### config.mk
export PLATFORM = sky130hd
export DESIGN_NAME = mem_bus_arbiter
export DESIGN_NICKNAME = d
export VERILOG_FILES = /design/src/rtl/mem_bus_arbiter_pkg.sv /design/src/rtl/mem_bus_arbiter_arb_pick.sv /design/src/rtl/mem_bus_arbiter.sv
export SDC_FILE = /design/constraint.sdc
export NUM_CORES = 1
export LEC_CHECK = 0
export CORE_UTILIZATION = 22
export CTS_BUF_LIST = sky130_fd_sc_hd__clkbuf_2
export DETAILED_ROUTE_END_ITERATION = 8
export GPL_TIMING_DRIVEN = 0
export PLACE_DENSITY = 0.8
export SLEW_MARGIN = 5
export SYNTH_ARGS = -nofsm -noshare
export SYNTH_HDL_FRONTEND = slang
export SYNTH_HIERARCHICAL = 1
export SYNTH_SLANG_ARGS = --single-unit
### constraint.sdc
create_clock -name clk -period 2.3 [get_ports clk]
set_clock_uncertainty 0.2 [all_clocks]
set_input_delay 0.69 -clock clk [delete_from_list [all_inputs] [get_ports clk]]
set_output_delay 0.69 -clock clk [all_outputs]
set_load 0.01 [all_outputs]
### src/rtl/mem_bus_arbiter_pkg.sv
// Shared definitions for the two-port memory bus arbiter: FSM encoding,
// burst counter width and the saturating counter helper.
package mem_bus_arbiter_pkg;

    typedef enum logic [1:0] {
        IDLE = 2'd0,
        OWN0 = 2'd1,
        OWN1 = 2'd2
    } arbState_t;

    localparam int CNT_W = 4;
    localparam logic [CNT_W-1:0] CNT_SAT = 4'd15;

    function automatic logic [CNT_W-1:0] satInc(input logic [CNT_W-1:0] v);
        return (v == CNT_SAT) ? v : v + 4'd1;
    endfunction

endpackage

### src/rtl/mem_bus_arbiter_arb_pick.sv
// Combinational winner selection between two requesters with a bounded
// burst for the current owner and alternation out of IDLE.
module arb_pick
    import mem_bus_arbiter_pkg::*;
#(
    parameter int BURST_MAX = 4
) (
    input  logic             [1:0] state,
    input  logic                   lastOwner,
    input  logic       [CNT_W-1:0] cnt,
    input  logic                   req0,
    input  logic                   req1,
    output logic                   winValid,
    output logic                   win
);

    localparam logic [CNT_W-1:0] BURST_LIM = CNT_W'(BURST_MAX);

    logic own;
    logic reqOwn;
    logic reqOther;

    assign own      = (state == OWN1);
    assign reqOwn   = own ? req1 : req0;
    assign reqOther = own ? req0 : req1;

    always_comb begin
        winValid = 1'b0;
        win      = 1'b0;
        if (state == OWN0 || state == OWN1) begin
            // The owner keeps the bus until its burst is used up and the other side waits.
            if (reqOwn && (!reqOther || cnt < BURST_LIM)) begin
                winValid = 1'b1;
                win      = own;
            end else if (reqOther) begin
                winValid = 1'b1;
                win      = !own;
            end
        end else begin
            if (req0 && req1) begin
                winValid = 1'b1;
                win      = !lastOwner;
            end else if (req0) begin
                winValid = 1'b1;
                win      = 1'b0;
            end else if (req1) begin
                winValid = 1'b1;
                win      = 1'b1;
            end
        end
    end

endmodule

### src/rtl/mem_bus_arbiter.sv
// Two-requester arbiter in front of a synchronous single-port memory:
// grants one command per clock and routes read data back to its issuer.
module mem_bus_arbiter
    import mem_bus_arbiter_pkg::*;
#(
    parameter int BURST_MAX = 4,
    parameter int AW        = 11
) (
    input  logic          clk,
    input  logic          rst,
    input  logic          req0,
    input  logic [3:0]    we0,
    input  logic [AW-1:0] addr0,
    input  logic [31:0]   wdata0,
    output logic          gnt0,
    output logic          rvalid0,
    input  logic          req1,
    input  logic [3:0]    we1,
    input  logic [AW-1:0] addr1,
    input  logic [31:0]   wdata1,
    output logic          gnt1,
    output logic          rvalid1,
    output logic [31:0]   rdata,
    output logic          mem_en,
    output logic [3:0]    mem_we,
    output logic [AW-1:0] mem_addr,
    output logic [31:0]   mem_wdata,
    input  logic [31:0]   mem_rdata,
    output logic [1:0]    dbgState
);

    // Handshake: a command transfers in any cycle where req_x and gnt_x are both
    // high; gnt_x is combinational from req_x, and rvalid_x follows a read by one clk.

    arbState_t        state, stateNext;
    logic             lastOwner, lastOwnerNext;
    logic [CNT_W-1:0] cnt, cntNext;
    logic             pendValid, pendValidNext;
    logic             pendTag, pendTagNext;

    logic winValidRaw;
    logic winValid;
    logic win;

    arb_pick #(
        .BURST_MAX(BURST_MAX)
    ) uPick (
        .state    (state),
        .lastOwner(lastOwner),
        .cnt      (cnt),
        .req0     (req0),
        .req1     (req1),
        .winValid (winValidRaw),
        .win      (win)
    );

    assign winValid = winValidRaw && !rst;

    always_ff @(posedge clk or posedge rst) begin
        if (rst) begin
            state     <= IDLE;
            lastOwner <= 1'b1;
            cnt       <= '0;
            pendValid <= 1'b0;
            pendTag   <= 1'b0;
        end else begin
            state     <= stateNext;
            lastOwner <= lastOwnerNext;
            cnt       <= cntNext;
            pendValid <= pendValidNext;
            pendTag   <= pendTagNext;
        end
    end

    always_comb begin
        stateNext     = IDLE;
        lastOwnerNext = lastOwner;
        cntNext       = cnt;
        pendValidNext = 1'b0;
        pendTagNext   = pendTag;
        gnt0          = 1'b0;
        gnt1          = 1'b0;
        mem_en        = 1'b0;
        mem_we        = 4'b0000;
        mem_addr      = '0;
        mem_wdata     = '0;
        if (winValid) begin
            gnt0          = !win;
            gnt1          = win;
            mem_en        = 1'b1;
            mem_we        = win ? we1 : we0;
            mem_addr      = win ? addr1 : addr0;
            mem_wdata     = win ? wdata1 : wdata0;
            stateNext     = win ? OWN1 : OWN0;
            lastOwnerNext = win;
            cntNext       = (state == (win ? OWN1 : OWN0)) ? satInc(cnt) : 4'd1;
            pendValidNext = (mem_we == 4'b0000);
            pendTagNext   = win;
        end
    end

    assign rvalid0  = pendValid && !pendTag;
    assign rvalid1  = pendValid && pendTag;
    assign rdata    = pendValid ? mem_rdata : 32'd0;
    assign dbgState = state;

endmodule

# After elaboration in Yosys (flattened, before gate mapping)
# Index checks and enable logic that the tools add are counted.
word_totals:
  out_inout_bits: 86
  word_cells: 55
  regBits: 9
op_classes:
  n_eq_ne: 5
  n_reduce_logical: 15
  addsub: 1
  order_cmp: 1
  muxes: 28
ops:
  columns: ["op", "count"]
  rows:
  - ["$mux 32", 3]
  - ["$mux 11", 2]
  - ["$mux 1", 17]
  - ["$mux 4", 4]
  - ["$logic_not 1->1", 6]
  - ["$logic_and 1x1->1", 5]
  - ["$add 4x1->4 const B", 1]
  - ["$eq 4x4->1 const B", 1]
  - ["$logic_not 4->1", 1]
  - ["$lt 4x3->1 const B", 1]
  - ["$mux 2", 2]
  - ["$eq 2x1->1 const B", 1]
  - ["$eq 2x2->1", 1]
  - ["$eq 2x2->1 const B", 1]
  - ["$logic_or 1x1->1", 2]
  - ["$ne 2x2->1 const B", 1]
  - ["$reduce_and 2->1", 1]

# Logic depth before layout (Yosys ltp)
logic_depth:
  word_depth: 11
  mapped_depth: 9
  ltp_nobuf: 8

# Cells and area by module
# The synthesis kept the hierarchy.
modules_own_cells:
  columns: ["mod", "instances", "area_each_um2", "cells_per_inst"]
  rows:
  - ["mem_bus_arbiter", 1, 1397.6, 189]
  - ["arb_pick", 1, 53.8, 9]

# Worst setup path before layout
# No wires, ideal clock.
synth_timing:
  kind: "reg2out"
  startpoint: "reg state[0], in the netlist dbgState[0]"
  endpoint: "out mem_addr[0]"
  path_buffers: 2
  path_stages_with_launch: 10
  slack_ns: -0.273
  arrival_ns: 1.683
  path_cell_list: "dfrtp_1 -> inv_1 -> ha_1 -> nand3_1 -> nand2_1 -> a31oi_1 -> buf_6 -> buf_2 -> mux2i_1 -> nor2_1"
synth_between:
  elab_chain_cells: 9
  word_cells_on_any_way: 18
synth_rtl:
  columns: ["element", "line", "source"]
  rows:
  - ["start: declaration", "mem_bus_arbiter.sv:35", "arbState_t state, stateNext;"]
  - ["start signal: assignment", "mem_bus_arbiter.sv:67", "state <= stateNext;"]
  - ["$eq 2x2->1", "mem_bus_arbiter_arb_pick.sv:23, mem_bus_arbiter_arb_pick.sv:30", null]
  - ["$mux 1", "mem_bus_arbiter_arb_pick.sv:25", "assign reqOther = own ? req0 : req1;"]
  - ["$logic_not 1->1", "mem_bus_arbiter_arb_pick.sv:32", "if (reqOwn && (!reqOther || cnt < BURST_LIM)) begin"]
  - ["$logic_or 1x1->1", "mem_bus_arbiter_arb_pick.sv:32", null]
  - ["$logic_and 1x1->1", "mem_bus_arbiter_arb_pick.sv:32", null]
  - ["$mux 1", "mem_bus_arbiter_arb_pick.sv:32", null]
  - ["$mux 1 *", "mem_bus_arbiter_arb_pick.sv:30", "if (state == OWN0 || state == OWN1) begin"]
  - ["named net win", "mem_bus_arbiter.sv:43", "logic win;"]
  - ["$mux 11 *", "mem_bus_arbiter.sv:92", "mem_addr = win ? addr1 : addr0;"]
  - ["$mux 11 *", "mem_bus_arbiter.sv:87", "if (winValid) begin"]
  - ["end: declaration", "mem_bus_arbiter.sv:26", "output logic [AW-1:0] mem_addr,"]
# The timed path passes the listed nets; every way through them passes the cells marked *.

# Worst setup path in the final report
layout_timing:
  startpoint: "reg state[1], in the netlist dbgState[1]"
  endpoint: "out mem_wdata[21]"
layout_between:
  elab_chain_cells: 9
  word_cells_on_any_way: 18
layout_rtl:
  columns: ["element", "line", "source"]
  rows:
  - ["$eq 2x2->1", "mem_bus_arbiter_arb_pick.sv:23, mem_bus_arbiter_arb_pick.sv:30", null]
  - ["$mux 1", "mem_bus_arbiter_arb_pick.sv:25", null]
  - ["$logic_not 1->1", "mem_bus_arbiter_arb_pick.sv:32", null]
  - ["$logic_or 1x1->1", "mem_bus_arbiter_arb_pick.sv:32", null]
  - ["$logic_and 1x1->1", "mem_bus_arbiter_arb_pick.sv:32", null]
  - ["$mux 1", "mem_bus_arbiter_arb_pick.sv:32", null]
  - ["$mux 1 *", "mem_bus_arbiter_arb_pick.sv:30", null]
  - ["named net win", "mem_bus_arbiter.sv:43", null]
  - ["$mux 32 *", "mem_bus_arbiter.sv:93", "mem_wdata = win ? wdata1 : wdata0;"]
  - ["$mux 32 *", "mem_bus_arbiter.sv:87", null]
  - ["end: declaration", "mem_bus_arbiter.sv:27", "output logic [31:0] mem_wdata,"]
# Marks and branches as above.

==> impl_summary.log <==
[metrics] final HPWL from detailed placement: 6000 microns
[metrics] Total GRT Usage: 20.8%
[metrics] maxcap violations: 0
[metrics] horizontal extent of the die: between 80 and 90 microns
[metrics] required time of the worst setup path: 1.41 ns
[metrics] beginning of the worst register-to-register path: dbgState[1]
[metrics] largest net degree at the start of global routing: 11
[metrics] final hold slack: 0.268 ns
[metrics] Setup WS post-layout: -0.696 ns
[metrics] proportion of layout cells with a drive suffix above 1: 33.7%
[metrics] filler-free cell count of the finished design: roughly 520
[metrics] global-route wire length before repair: 11600 microns
[metrics] routability congestion estimate from global placement: 0.899
[metrics] CTS tree: yes
[metrics] antenna diode count: 0
[metrics] hold bufs inserted after CTS: 0
[metrics] number of CTS-inserted buffers: 3
[metrics] vias after detailed routing: 2322
[metrics] area of the core: approximately 0.0063 sq mm
[metrics] total detailed-routing wirelength: between 7000 and 8000 microns
[metrics] power density cells: 299 mW/mm^2
[metrics] most instantiated cells after synthesis: 53 x sky130_fd_sc_hd__nor2_1, 47 x sky130_fd_sc_hd__mux2i_1, 33 x sky130_fd_sc_hd__and2_1, 8 x sky130_fd_sc_hd__dfrtp_1, 8 x sky130_fd_sc_hd__nand2_1
[metrics] drt via density: between 4 and 5
[metrics] count of buffers from port buffering: ~220
[metrics] area fraction of the dominant cell type after synthesis: about 32%
[metrics] sum of met2 wire segment lengths after detailed routing: 4120 microns
[metrics] via count of the first global-routing pass: ~2300
[metrics] filler cell count in the final layout: 570
[metrics] number of pins exceeding their max-slew limit in the final report: 0
[metrics] fraction of synthesized area in multiplexers: 32.4%
[metrics] Synth Warn #: 6
[metrics] post-synthesis simple-gate area fraction: roughly 35%
[metrics] area added between synthesis and finish: 170%
[metrics] TritonRoute pass-1 iters: 4
[metrics] destination of the worst hold path: lastOwner
[metrics] final hold violation count: 0
[metrics] cell taking the most area after synthesis: sky130_fd_sc_hd__mux2i_1
[metrics] violated checks: setup timing
[metrics] Initial Util: 22.9%
[metrics] unrepaired setup endpoints after global routing: yes
[metrics] area taken by multi-input logic gates: 0.00119 sq mm
[metrics] maximum count of clock buffers along a single path: 2
[metrics] number of antenna violations at the first check in global routing: 0
[metrics] flip-flop and latch count after synthesis: 9
[metrics] fraction of the yosys area taken by sequential cells: 15.6%
[metrics] I/O pin count: 216
[metrics] result of the run: finished with violations
[metrics] clock slew at the register clock pins of the worst setup and hold paths: 0.08 ns
[metrics] register area: 229 sq um
[metrics] netlist area before placement: 0.00145 sq mm
[metrics] most prevalent standard cell on the critical path: sky130_fd_sc_hd__buf_12
[metrics] fraction of registers with async set or reset after synthesis: between 90% and 100%
[metrics] fraction of the mapped netlist area in compound gates: 6.64%
[metrics] critical path class: flop to output pin
[metrics] WL/cell: 14.4 microns
[metrics] Worst R2R End: cnt[0]
[metrics] syn avg cell area: 7.33 sq um
[metrics] static leakage: 2.07 nW
[metrics] Clock Root Buffer: sky130_fd_sc_hd__clkbuf_2
[metrics] insertion delay to the later sink of the worst-skew pair: 0.25 ns
[metrics] worst slew slack as a fraction of its limit: 76.4%
[metrics] sequence of cells on the critical path: ha_4, inv_1, a31oi_1, buf_6, buf_12, buf_8, buf_12, mux2i_2, nor2_1, buf_2
[metrics] slack of the worst reg-to-reg path: around 0.14 ns
[metrics] Max Freq: around 0.33 GHz
[metrics] # placed instances: 490
[metrics] data arrival at the endpoint of the critical path: 2.11 ns
[metrics] minimum period implied by the final worst setup slack: 3.00 ns
[metrics] CTS H-tree depth: 1
[metrics] R2R depth: 8
[metrics] count of unresolved DRC violations after routing: 0
[metrics] total clock sinks: 9
[metrics] Critical Path Slowest Stage Cell: sky130_fd_sc_hd__dfrtp_2
[metrics] highest layer used for signal routing: met4
[metrics] Layout Nets: around 580
[metrics] launch point of the worst hold path: lastOwner
[metrics] min-delay worst type: flop to flop
[metrics] dominant combinational cell family by area after synthesis: simple AND/OR/NAND/NOR gates
[metrics] Synth Area in XOR/XNOR: 0.603%
[metrics] most instantiated flip-flop cell in the synthesis netlist: sky130_fd_sc_hd__dfrtp_1
[metrics] pre-CTS setup slack: -1.20 ns
[metrics] number of flops mapped to enable cells by yosys: 0
[metrics] delay of the slowest cell on the worst path: 0.43 ns
[metrics] Syn Inst Count: 198
[metrics] final total negative setup slack: -29.14 ns
[metrics] most used standard cell by instance count after synthesis: sky130_fd_sc_hd__nor2_1
[metrics] number of placement rows: 29
[metrics] count of final setup violators: 50
[metrics] Metal-1 WL: 2670 microns
[metrics] Slew @ Worst Pin: 0.354 ns
[metrics] CP max FO: 5
[metrics] arithmetic-cell share of the synthesized area counting full adders, half adders and majority gates: under 10%
[metrics] element type at the critical path start: flop
[metrics] area of the die: 0.00693 sq mm
[metrics] share of the clock period used by the worst path after layout: 130%
[metrics] top cells by area, synth: sky130_fd_sc_hd__mux2i_1 32%, sky130_fd_sc_hd__and2_1 14%, sky130_fd_sc_hd__dfrtp_1 14%
[metrics] Remaining Overflow, GRT: 0
[metrics] drt initial violations: 21
[metrics] antenna viol nets, final: 0
[metrics] Detail Route met3 WL: 624 microns
[metrics] cell depth of the worst hold path: 2
[metrics] Design Power: 1.17 mW
[metrics] net count after synthesis: 330
[metrics] Max IR drop VDD: between 0.15 and 0.2 mV
[metrics] distinct cell type count of the synthesized netlist: 33
[metrics] Die Ht: 83.2 microns
[metrics] endpoint type of the worst setup path: output pin
==> routing by layer <==
layer | track usage [%] | up-vias
li1 | - | 1153
met1 | 21.6 | 1043
met2 | 42.2 | 118
met3 | 4.57 | 8
met4 | 3.92 | 0
met5 | 0 | -
==> stage by stage <==
stage                     instance area [sq um]  util (%)
after detailed placement                   3770      59.4
after CTS                                  3800      59.9
final                                      3930      61.8
after global routing                       3930      61.8
after global placement                     3770      59.4
after floorplan                            1520         -
==> cell usage in the layout, fill, tap and decap left out, types with 3 or more instances in the layout <==
master                            instances
sky130_fd_sc_hd__clkdlybuf4s50_1        116
sky130_fd_sc_hd__buf_2                   81
sky130_fd_sc_hd__nor2_1                  52
sky130_fd_sc_hd__mux2i_1                 43
sky130_fd_sc_hd__and2_1                  31
sky130_fd_sc_hd__buf_4                   14
sky130_fd_sc_hd__dlymetal6s2s_1          12
sky130_fd_sc_hd__buf_6                   11
sky130_fd_sc_hd__buf_12                   9
sky130_fd_sc_hd__nand2_1                  7
sky130_fd_sc_hd__dfrtp_1                  6
sky130_fd_sc_hd__clkbuf_2                 5
sky130_fd_sc_hd__buf_16                   5
sky130_fd_sc_hd__buf_8                    4
sky130_fd_sc_hd__inv_1                    3
sky130_fd_sc_hd__mux2i_2                  3
==> critical path: cells and delay by family (launching register included) <==
family	cells	cell delay, ns
muxes	1	0.20
AOI/OAI and AO/OA	1	0.19
DFF	1	0.43
and+or+nand+nor	1	0.07
adders and majority gates	1	0.28
buffers and inverters	6	0.69
==> flip-flops by register name, indices dropped and copies added, names as in the netlist <==
| register | flops |
|---|---|
| lastOwner | 1 |
| pendTag | 1 |
| dbgState | 2 |
| pendValid | 1 |
| cnt | 4 |
==> power by group <==
part	internal (mW)	switching, mW
logic	0.551	0.314
registers	0.183	0.0248
clock network	0.0462	0.0528
==> how the worst max path moves through the flow <==
stage	start	endpoint	slack (ns)	depth (start not counted)
floorplan	dbgState[1]	mem_addr[10]	-0.14	8
global placement	req0	mem_wdata[29]	-1.19	9
detailed placement	req0	mem_we[2]	-1.20	9
CTS	dbgState[0]	mem_wdata[29]	-0.71	12
global route	dbgState[0]	mem_we[1]	-0.81	12
finish	dbgState[1]	mem_wdata[21]	-0.70	10
==> area by class of cell <==
| type | instances | area share, % |
|---|---|---|
| inverters | 6 | 0.765 |
| multi-input cells | 168 | 30.2 |
| flip-flops and latches | 9 | 5.83 |
| well taps | 77 | 2.45 |
| repair buffers | 245 | 56.7 |
| plain buffers | 13 | 3.54 |
| clock buffers | 4 | 0.510 |
==> repair_timing <==
item / in CTS / in global routing
buffers inserted: 18 / 8
resized for setup: 374 / 28
pin swaps: 4 / 15
cloned: 5 / 0
endpoints found under the setup margin: 85 / 66
==> kinds of logic after synthesis <==
kind of cell               Yosys count
xor gates and xnor gates             1
buffers and inverters               21
DFF                                  9
muxes                               47
adders and majority gates            2
and+or+nand+nor                    105
AOI/OAI and AO/OA                   13
No activity file was read; power rests on OpenSTA's default activity.
